==> config.mk <==
export PLATFORM = sky130hd
export DESIGN_NAME = led_bar_step_controller
export DESIGN_NICKNAME = d
export VERILOG_FILES = /design/src/rtl/led_bar_pkg.sv /design/src/rtl/led_bar_btn_debounce.sv /design/src/rtl/led_bar_step_controller.sv
export SDC_FILE = /design/constraint.sdc
export NUM_CORES = 1
export LEC_CHECK = 0
export BUFFER_PORTS_ARGS = -buffer_cell sky130_fd_sc_hd__buf_2
export CAP_MARGIN = 10
export CORE_ASPECT_RATIO = 1.2
export CORE_MARGIN = 3
export CORE_UTILIZATION = 54
export CTS_BUF_LIST = sky130_fd_sc_hd__clkbuf_16
export DETAILED_ROUTE_END_ITERATION = 16
export HOLD_SLACK_MARGIN = 0.06
export PLACE_DENSITY = 0.85
export SLEW_MARGIN = 40
export SYNTH_ARGS = -nofsm -noshare
export SYNTH_HDL_FRONTEND = slang
export SYNTH_SLANG_ARGS = --single-unit
==> constraint.sdc <==
create_clock -name clk -period 2.1 [get_ports clk]
set_input_delay 0.105 -clock clk [delete_from_list [all_inputs] [get_ports clk]]
set_output_delay 0.105 -clock clk [all_outputs]
set_load 0.02 [all_outputs]
==> src/rtl/led_bar_pkg.sv <==
// Shared types and constants for the LED bar step controller.
// The bar is active-low: a lit LED is a 0 bit.
package led_bar_pkg;

    typedef enum logic [1:0] {
        REL_WAIT   = 2'd0,
        IDLE       = 2'd1,
        PRESS_WAIT = 2'd2,
        HELD       = 2'd3
    } btn_state_t;

    localparam logic [3:0] MAX_LEVEL   = 4'd8;
    localparam logic [7:0] LED_ALL_OFF = 8'hFF;
    localparam logic [7:0] LED_ALL_ON  = 8'h00;

    // Levels above MAX_LEVEL never reach the bar; they shift every LED on.
    function automatic logic [7:0] led_pattern(input logic [3:0] lvl);
        return (lvl > MAX_LEVEL) ? LED_ALL_ON : (LED_ALL_OFF << lvl);
    endfunction

endpackage

==> src/rtl/led_bar_btn_debounce.sv <==
// Push-button synchroniser and debouncer; emits a single-cycle press pulse
// once a low level has been stable long enough, and only after a clean release.
module btn_debounce
    import led_bar_pkg::*;
#(
    parameter int DEB_CYCLES = 16,
    parameter int DEB_W      = 20
) (
    input  logic clk,
    input  logic reset,
    input  logic i_sw_n,
    output logic o_press
);

    logic [1:0]       r_sync;
    logic [DEB_W-1:0] r_cnt;
    btn_state_t       r_state;
    logic             r_press;
    logic             w_s;

    assign w_s     = r_sync[1];
    assign o_press = r_press;

    always_ff @(posedge clk) begin
        if (reset) begin
            r_sync  <= 2'b11;
            r_cnt   <= '0;
            r_state <= REL_WAIT;
            r_press <= 1'b0;
        end else begin
            r_sync  <= {r_sync[0], i_sw_n};
            r_press <= 1'b0;
            case (r_state)
                REL_WAIT: begin
                    if (!w_s) begin
                        r_cnt <= '0;
                    end else if (r_cnt == DEB_W'(DEB_CYCLES - 1)) begin
                        r_state <= IDLE;
                        r_cnt   <= '0;
                    end else begin
                        r_cnt <= r_cnt + 1'b1;
                    end
                end
                IDLE: begin
                    if (!w_s) begin
                        r_state <= PRESS_WAIT;
                        r_cnt   <= '0;
                    end
                end
                PRESS_WAIT: begin
                    // The low sample that left IDLE is the first of the stable run.
                    if (w_s) begin
                        r_state <= IDLE;
                        r_cnt   <= '0;
                    end else if (r_cnt == DEB_W'(DEB_CYCLES - 2)) begin
                        r_state <= HELD;
                        r_cnt   <= '0;
                        r_press <= 1'b1;
                    end else begin
                        r_cnt <= r_cnt + 1'b1;
                    end
                end
                HELD: begin
                    if (w_s) begin
                        r_state <= REL_WAIT;
                        r_cnt   <= '0;
                    end
                end
                default: begin
                    r_state <= REL_WAIT;
                    r_cnt   <= '0;
                end
            endcase
        end
    end

endmodule

==> src/rtl/led_bar_step_controller.sv <==
// LED bar sequencer: merges debounced button presses and auto-run ticks into
// single step events and holds the bar level and its active-low pattern.
module led_bar_step_controller
    import led_bar_pkg::*;
#(
    parameter int DEB_CYCLES  = 16,
    parameter int TICK_CYCLES = 50,
    parameter int DEB_W       = 20,
    parameter int TICK_W      = 25
) (
    input  logic       clk,
    input  logic       reset,
    input  logic       sw_n,
    input  logic       mode_auto,
    input  logic       dir_up,
    output logic [7:0] led_out,
    output logic [3:0] level,
    output logic       step_pulse,
    output logic       wrap_pulse,
    output logic       paused
);

    logic [TICK_W-1:0] r_pre;
    logic              r_tick;
    logic              r_paused;
    logic [3:0]        r_level;
    logic [7:0]        r_led;
    logic              r_step;
    logic              r_wrap;

    logic              w_press;
    logic              w_run;
    logic              w_step_req;
    logic [3:0]        w_nxt_level;
    logic              w_nxt_wrap;

    btn_debounce #(
        .DEB_CYCLES (DEB_CYCLES),
        .DEB_W      (DEB_W)
    ) u_btn (
        .clk     (clk),
        .reset   (reset),
        .i_sw_n  (sw_n),
        .o_press (w_press)
    );

    assign w_run      = mode_auto & ~r_paused;
    // Tick is registered, so a tick issued just before a switch to manual still
    // lands and merges with a press arriving in that same cycle.
    assign w_step_req = (w_press & ~mode_auto) | r_tick;

    always_comb begin
        w_nxt_level = r_level;
        w_nxt_wrap  = 1'b0;
        if (r_level > MAX_LEVEL) begin
            w_nxt_level = 4'd0;
        end else if (dir_up) begin
            if (r_level == MAX_LEVEL) begin
                w_nxt_level = 4'd0;
                w_nxt_wrap  = 1'b1;
            end else begin
                w_nxt_level = r_level + 4'd1;
            end
        end else begin
            if (r_level == 4'd0) begin
                w_nxt_level = MAX_LEVEL;
                w_nxt_wrap  = 1'b1;
            end else begin
                w_nxt_level = r_level - 4'd1;
            end
        end
    end

    always_ff @(posedge clk) begin
        if (reset) begin
            r_pre    <= '0;
            r_tick   <= 1'b0;
            r_paused <= 1'b0;
            r_level  <= 4'd0;
            r_led    <= LED_ALL_OFF;
            r_step   <= 1'b0;
            r_wrap   <= 1'b0;
        end else begin
            if (!w_run || r_pre == TICK_W'(TICK_CYCLES - 1))
                r_pre <= '0;
            else
                r_pre <= r_pre + 1'b1;
            r_tick <= w_run && (r_pre == TICK_W'(TICK_CYCLES - 1));

            if (!mode_auto)
                r_paused <= 1'b0;
            else if (w_press)
                r_paused <= ~r_paused;

            r_step <= w_step_req;
            r_wrap <= w_step_req & w_nxt_wrap;
            if (w_step_req) begin
                r_level <= w_nxt_level;
                r_led   <= led_pattern(w_nxt_level);
            end
        end
    end

    assign led_out    = r_led;
    assign level      = r_level;
    assign step_pulse = r_step;
    assign wrap_pulse = r_wrap;
    assign paused     = r_paused;

endmodule
Word-level counts from Yosys, hierarchy flattened
Cells that the tools add are included.

Reduce and logical (&&, ||, !) cells: 10. $add $sub $neg: 4. Bitwise logic cells: 7. Order comparisons: 2. Eq/ne operators: 12. Shift operators: 1. Muxes and demuxes: 24.

Operator list (count): two-way mux 20 bit (6); case mux 20 bit (4 select lines) (1); == test 20 x 4 -> 1 bit (second input constant) (2); adder 25 x 1 -> 25 bit (second input constant) (1); == test 25 x 6 -> 1 bit (second input constant) (1); adder 20 x 1 -> 20 bit (second input constant) (1); two-way mux 4 bit (4); two-way mux 2 bit (6); greater-than comparator 4 bit (second input constant) (2); two-way mux 8 bit (1); case mux 2 bit (4 select lines) (1); left shift 8 x 4 -> 8 bit (first input constant) (1); inequality test 2 x 1 -> 1 bit (second input constant) (3); two-way mux 1 bit (5); AND reduction 5 bit (1); adder 4 x 1 -> 4 bit (second input constant) (1); == test 2 bit (second input constant) (2); == test 4 bit (second input constant) (1); zero test 4 bit (1); OR reduction 2 bit (2); subtractor 4 x 1 -> 4 bit (second input constant) (1); bitwise AND 1 bit (3); inequality test 3 x 1 -> 1 bit (second input constant) (1); NOT 1 bit (3); other kinds (9) (9).

Register bits after elaboration: 66. Input port bits: 5.

Depth between registers and ports, before layout
Depth after elaboration: 6. Depth in mapped cells: 7. Gate-level depth less buffers: 7.

By module
Synthesis repeated with hierarchy kept, for this count alone.

Cell total of the unflattened synthesis: 358. Area, all modules: 3129.3 um^2.

Modules (own cells, without submodules): led_bar_step_controller (sequential area each 820.8 um^2, times used 1, cells each 213, area an instance 1893.1 um^2); btn_debounce (sequential area each 500.5 um^2, times used 1, cells each 145, area an instance 1236.2 um^2).

Worst setup path after synthesis
Ideal clock, no wire load.

Path kind: register to register. Start: register r_level[0] (netlist: level[0]). End: register r_led[1] (netlist: led_out[1]). Setup time: 122 ps. Stages on the path, launching flop included: 8. Period minus slack after synthesis: 2266 ps. Arrival time: 2144 ps. Slack: -166 ps. Path buffers: 0. Path through: dfxtp_1 -> inv_1 -> ha_1 -> or3b_1 -> a221oi_2 -> a41oi_1 -> and2_1 -> a221o_1.

Longest elaborated chain between the ends: 6. Elaborated cells between the ends (all ways): 12. Classes of those cells: 2 x add/sub; 2 x order compare; 1 x eq/ne; 1 x shift; 5 x mux; 1 x reduce/logical.

Ends and longest elaborated chain: from (decl) (line led_bar_step_controller.sv:26) `logic [3:0] r_level;`; from (signal assigned) (line led_bar_step_controller.sv:98) `r_level <= w_nxt_level;`; subtractor 4 x 1 -> 4 bit (tied with other cells) (line led_bar_step_controller.sv:69) `w_nxt_level = r_level - 4'd1;`; two-way mux 4 bit (on tied branches) (line led_bar_step_controller.sv:65, led_bar_step_controller.sv:58); two-way mux 4 bit (line led_bar_step_controller.sv:57) `end else if (dir_up) begin`; two-way mux 4 bit * (line led_bar_step_controller.sv:55) `if (r_level > MAX_LEVEL) begin`; left shift 8 x 4 -> 8 bit or greater-than comparator 4 bit (tied branches) (line led_bar_pkg.sv:18) `return (lvl > MAX_LEVEL) ? LED_ALL_ON : (LED_ALL_OFF << lvl);`; two-way mux 8 bit * (line led_bar_pkg.sv:18); to (signal assigned) (line led_bar_step_controller.sv:99) `r_led <= led_pattern(w_nxt_level);`; to (decl) (line led_bar_step_controller.sv:27) `logic [7:0] r_led;`.

Mark *: on every way between the ends. The rest lies on a longest branch, timed or not. A chain may end at the register's enable or synchronous reset.

Worst setup path after layout
Start: register r_level[1] (netlist: level[1]). End: register r_led[1] (netlist: led_out[1]).

Same word-level chain as after synthesis.

==> impl_table.tex <==
\begin{tabular}{lr}
\hline
Metric & Value \\
\hline
\multicolumn{2}{l}{\textbf{Flow run}} \\
\quad Count of maximum capacitance violations & 0 \\
\multicolumn{2}{l}{\textbf{Global routing}} \\
\quad Global router's overall resource usage & 19.3\% \\
\quad Gr ovfl total & 0 \\
\quad Global-route wire length before repair & 10400 µm \\
\quad Antenna violations before repair & 0 \\
\quad Number of global-route vias before repair & 2391 \\
\quad Largest net degree at the start of global routing & 26 \\
\multicolumn{2}{l}{\textbf{Yosys}} \\
\quad Most common cell in the netlist & sky130\_fd\_sc\_hd\_\_dfxtp\_1 \\
\quad Most used standard cells in the synthesized netlist & sky130\_fd\_sc\_hd\_\_dfxtp\_1, sky130\_fd\_sc\_hd\_\_nor2\_1, sky130\_fd\_sc\_hd\_\_nand2\_1 \\
\quad Net count after synthesis & 378 \\
\quad Number of unique standard cell types used by synthesis & 51 \\
\quad Fraction of registers with async set/reset & 0\% \\
\quad Post-synth top flop & sky130\_fd\_sc\_hd\_\_dfxtp\_1 \\
\quad Share of the yosys chip area belonging to registers & 41.9\% \\
\quad Average size of a mapped cell & 8.62 µm² \\
\quad Dominant cells by area after synthesis & sky130\_fd\_sc\_hd\_\_dfxtp\_1, sky130\_fd\_sc\_hd\_\_nor2\_1, sky130\_fd\_sc\_hd\_\_xnor2\_1 \\
\quad Gate count after technology mapping & 366 \\
\quad Synth Cell Area & 3150 µm² \\
\quad FF+latch count, synth & 66 \\
\quad Number of enable-type register cells in the synthesized netlist & 0 \\
\quad Number of warnings printed during yosys synthesis & 0 \\
\quad Dominant cell type by area after synthesis & sky130\_fd\_sc\_hd\_\_dfxtp\_1 \\
\quad Portion of synthesized cell area occupied by the leading cell type & 41.9\% \\
\multicolumn{2}{l}{\textbf{Critical path}} \\
\quad Delay of the slowest cell on the worst path & 0.39 ns \\
\quad Cells on worst reg2reg path & 7 \\
\quad Register-to-register setup slack & 0.09 ns \\
\quad Critical Path Source Type & flip-flop \\
\quad Critical register-to-register path endpoint & led\_out[1] \\
\quad CP Data Required Time & 2.31 ns \\
\quad Startpoint of the most critical register-to-register path & level[1] \\
\quad Critical Path Sink Type & flip-flop \\
\quad Worst path cell trace & inv\_1 -> ha\_2 -> or3b\_1 -> a221oi\_2 -> a41oi\_1 -> and2\_1 -> a221o\_1 \\
\quad Crit path max fanout & 6 \\
\quad Critical setup path kind & flip-flop to flip-flop \\
\quad Endpoint arrival time on the critical path & 2.22 ns \\
\quad Slowest cell on crit path & sky130\_fd\_sc\_hd\_\_or3b\_1 \\
\multicolumn{2}{l}{\textbf{Routing}} \\
\quad Highest metal layer with signal wires & met4 \\
\quad Antenna violation net count after detailed routing & 0 \\
\quad Drt via density & 5.36 \\
\quad Iter 0 DRT Violations & 114 \\
\quad M1 WL & 2810 µm \\
\quad Total met3 wirelength after detailed routing & 203 µm \\
\quad Aggregate routed wire length & 6310 µm \\
\quad TritonRoute pass-1 iters & 4 \\
\quad Number of DRC violations after detailed routing & 0 \\
\quad Vias after detailed routing & 2552 \\
\quad Met2 Routed Length & 3190 µm \\
\quad Average wire per cell in the routed design & 13.3 µm \\
\multicolumn{2}{l}{\textbf{Hold path}} \\
\quad WHS Path Cells & 3 \\
\quad Hold worst-path end & paused \\
\quad HP Class & primary input to flip-flop \\
\quad Worst Hold Launch & mode\_auto \\
\multicolumn{2}{l}{\textbf{Clock tree}} \\
\quad Worst-case clock buffer depth & 2 \\
\quad Number of clock sinks & 66 \\
\quad Number of H-tree branching levels & 3 \\
\quad Num CTS Buffers & 9 \\
\quad CTS tree & built \\
\quad Insertion delay of the later-clocked pin in the worst-skew pair & 0.33 ns \\
\quad Buffers inserted during post-CTS setup optimization & 0 \\
\quad Root buf cell & sky130\_fd\_sc\_hd\_\_clkbuf\_16 \\
\quad Clock transition time at the flip-flop clock pins of the worst setup and hold paths & 0.05 ns \\
\multicolumn{2}{l}{\textbf{Layout}} \\
\quad Synth-to-layout area growth & 15.8\% \\
\quad Area used by multi-input combinational logic & 1690 µm² \\
\quad FILL cells & 445 \\
\quad Final net count & 406 \\
\quad Footprint of the flip-flops and latches & 1330 µm² \\
\quad Antenna Diode Count & 0 \\
\quad Fraction of layout cells with a size suffix above 1 & 15.0\% \\
\quad Share of the core filled with cells & 66.7\% \\
\multicolumn{2}{l}{\textbf{STA}} \\
\quad Number of pins with negative max-slew slack in the final report & 0 \\
\quad Least-Margin Pin Slew & 0.534 ns \\
\quad Total negative slack & 0 ns \\
\quad Number of endpoints with negative hold slack in the final report & 0 \\
\quad Skew final & 0.00838 ns \\
\quad Highest Clock Rate & 497 MHz \\
\quad Setup repair after global routing missed its margin & false \\
\quad Part of the cycle the worst path needs & 95.7\% \\
\quad Setup-failing EPs final & 0 \\
\quad Post-layout minimum cycle time & 2.01 ns \\
\quad Worst slew margin relative to its limit & 64.0\% \\
\multicolumn{2}{l}{\textbf{Floorplanning}} \\
\quad Die outline height & 89.7 µm \\
\quad Horizontal die dimension & 75.8 µm \\
\quad Placeable core region & 5480 µm² \\
\quad Starting density of the core & 57.6\% \\
\quad Floorplan die area & 6800 µm² \\
\quad Standard-cell row count & 29 \\
\quad I/O pins & 20 \\
\multicolumn{2}{l}{\textbf{Power and ir drop}} \\
\quad Leakage power of the design & 1.35 nW \\
\quad Ratio of total power to cell area & 771 nW/µm² \\
\quad Post-layout power & 0.00281 W \\
\quad Maximum VDD drop & 529 µV \\
\multicolumn{2}{l}{\textbf{Run status}} \\
\quad Outcome & complete, no violations \\
\multicolumn{2}{l}{\textbf{Placement}} \\
\quad Routability-driven placement congestion ratio & 0.896 \\
\quad Detailed-placement wirelength estimate & 4320 µm \\
\quad Port Buffer Count & 19 \\
\hline
\end{tabular}
[metal layers]
| metal | track usage, % | vias up |
|---|---|---|
| met1 | 23.6 | 1183 |
| met2 | 31.0 | 33 |
| li1 | - | 1327 |
| met4 | 8.31 | 0 |
| met5 | 0 | - |
| met3 | 5.13 | 9 |
[placed cells by master, fill, tap and decap left out, types with 3 or more instances in the layout]
master                      Yosys  layout
sky130_fd_sc_hd__dfxtp_1       66      64
sky130_fd_sc_hd__nor2_1        63      63
sky130_fd_sc_hd__nand2_1       27      27
sky130_fd_sc_hd__xnor2_1       22      22
sky130_fd_sc_hd__xor2_1        22      22
sky130_fd_sc_hd__buf_2          3      19
sky130_fd_sc_hd__inv_1         17      17
sky130_fd_sc_hd__nand3_1       17      17
sky130_fd_sc_hd__a21oi_1       15      15
sky130_fd_sc_hd__nor4_1        14      14
sky130_fd_sc_hd__nand4_1       14      14
sky130_fd_sc_hd__o21ai_0        9       9
sky130_fd_sc_hd__clkbuf_16      0       9
sky130_fd_sc_hd__nor3_1         7       7
sky130_fd_sc_hd__buf_4          1       7
sky130_fd_sc_hd__ha_1           7       6
sky130_fd_sc_hd__and3_1         5       5
sky130_fd_sc_hd__or2_2          5       5
sky130_fd_sc_hd__nor2b_1        4       4
sky130_fd_sc_hd__nor3b_1        3       3
sky130_fd_sc_hd__nand2b_1       3       3
sky130_fd_sc_hd__or4_1          3       3
[layout make-up]
cell class                 instances  share of cell area, %
multi-input combinational        272                   46.4
sequential                        66                   36.4
clock buffer                       9                   6.17
timing repair buffer              28                   4.86
tap                               77                   2.64
clock inverter                     7                   1.85
inverter                          17                   1.75
[how the worst max path moves through the flow]
stage / start / endpoint / cells after the start
6_report: level[1] / led_out[1] / 7
5_1_grt: level[1] / led_out[1] / 7
4_1_cts: level[1] / led_out[1] / 7
3_5_place_dp: level[1] / led_out[1] / 7
3_3_place_gp: level[1] / led_out[1] / 7
2_1_floorplan: level[0] / led_out[1] / 7
[cells by family after synthesis]
family                     after synthesis  synth area share (%)
buffers and inverters                   28                  4.52
xor gates and xnor gates                44                  12.2
AOI/OAI and AO/OA                       42                  9.28
adders and majority gates                7                  2.78
and+or+nand+nor                        177                  28.5
DFF                                     66                  41.9
muxes                                    2                 0.833
[power breakdown]
group | switching, W | internal (W)
Sequential | 0.0000107 | 0.00126
Clock | 0.000547 | 0.000916
Combinational | 0.0000488 | 0.0000334
Total | 0.000607 | 0.00221
[state kept, by name, indices dropped and copies added, names as in the netlist]
signal / flops
level: 4
u_btn.r_sync: 2
u_btn.r_cnt: 20
step_pulse: 1
wrap_pulse: 1
u_btn.r_state: 2
led_out: 8
u_btn.o_press: 1
r_tick: 1
paused: 1
r_pre: 25
[metrics by stage]
stage | hold slack (ns) | setup WS [ns] | cells | area [µm²]
4_1_cts | 0.116 | 0.0293 | 476 | 3650
6_report | 0.112 | 0.0897 | 476 | 3650
3_3_place_gp | 0.312 | 0.149 | 459 | 3340
2_1_floorplan | 0.209 | 0.0701 | 366 | 3160
3_5_place_dp | 0.309 | 0.0452 | 459 | 3340
5_1_grt | 0.159 | 0.00367 | 476 | 3650
[worst max-delay path: cells and delay by family (launching register included)]
family	cells	cell delay, ns
compound gates	3	0.64
simple gates	2	0.60
flops	1	0.37
fa+ha+maj	1	0.21
buf+inv	1	0.08
[timing repair]
| item | in CTS | in global routing |
|---|---|---|
| setup endpoints to repair | 0 | 7 |
| hold buffers | 1 | 0 |
| gates resized for setup | 0 | 2 |
| hold endpoints to repair | 1 | 0 |
Note: power is estimated with default switching activity, not from simulation.
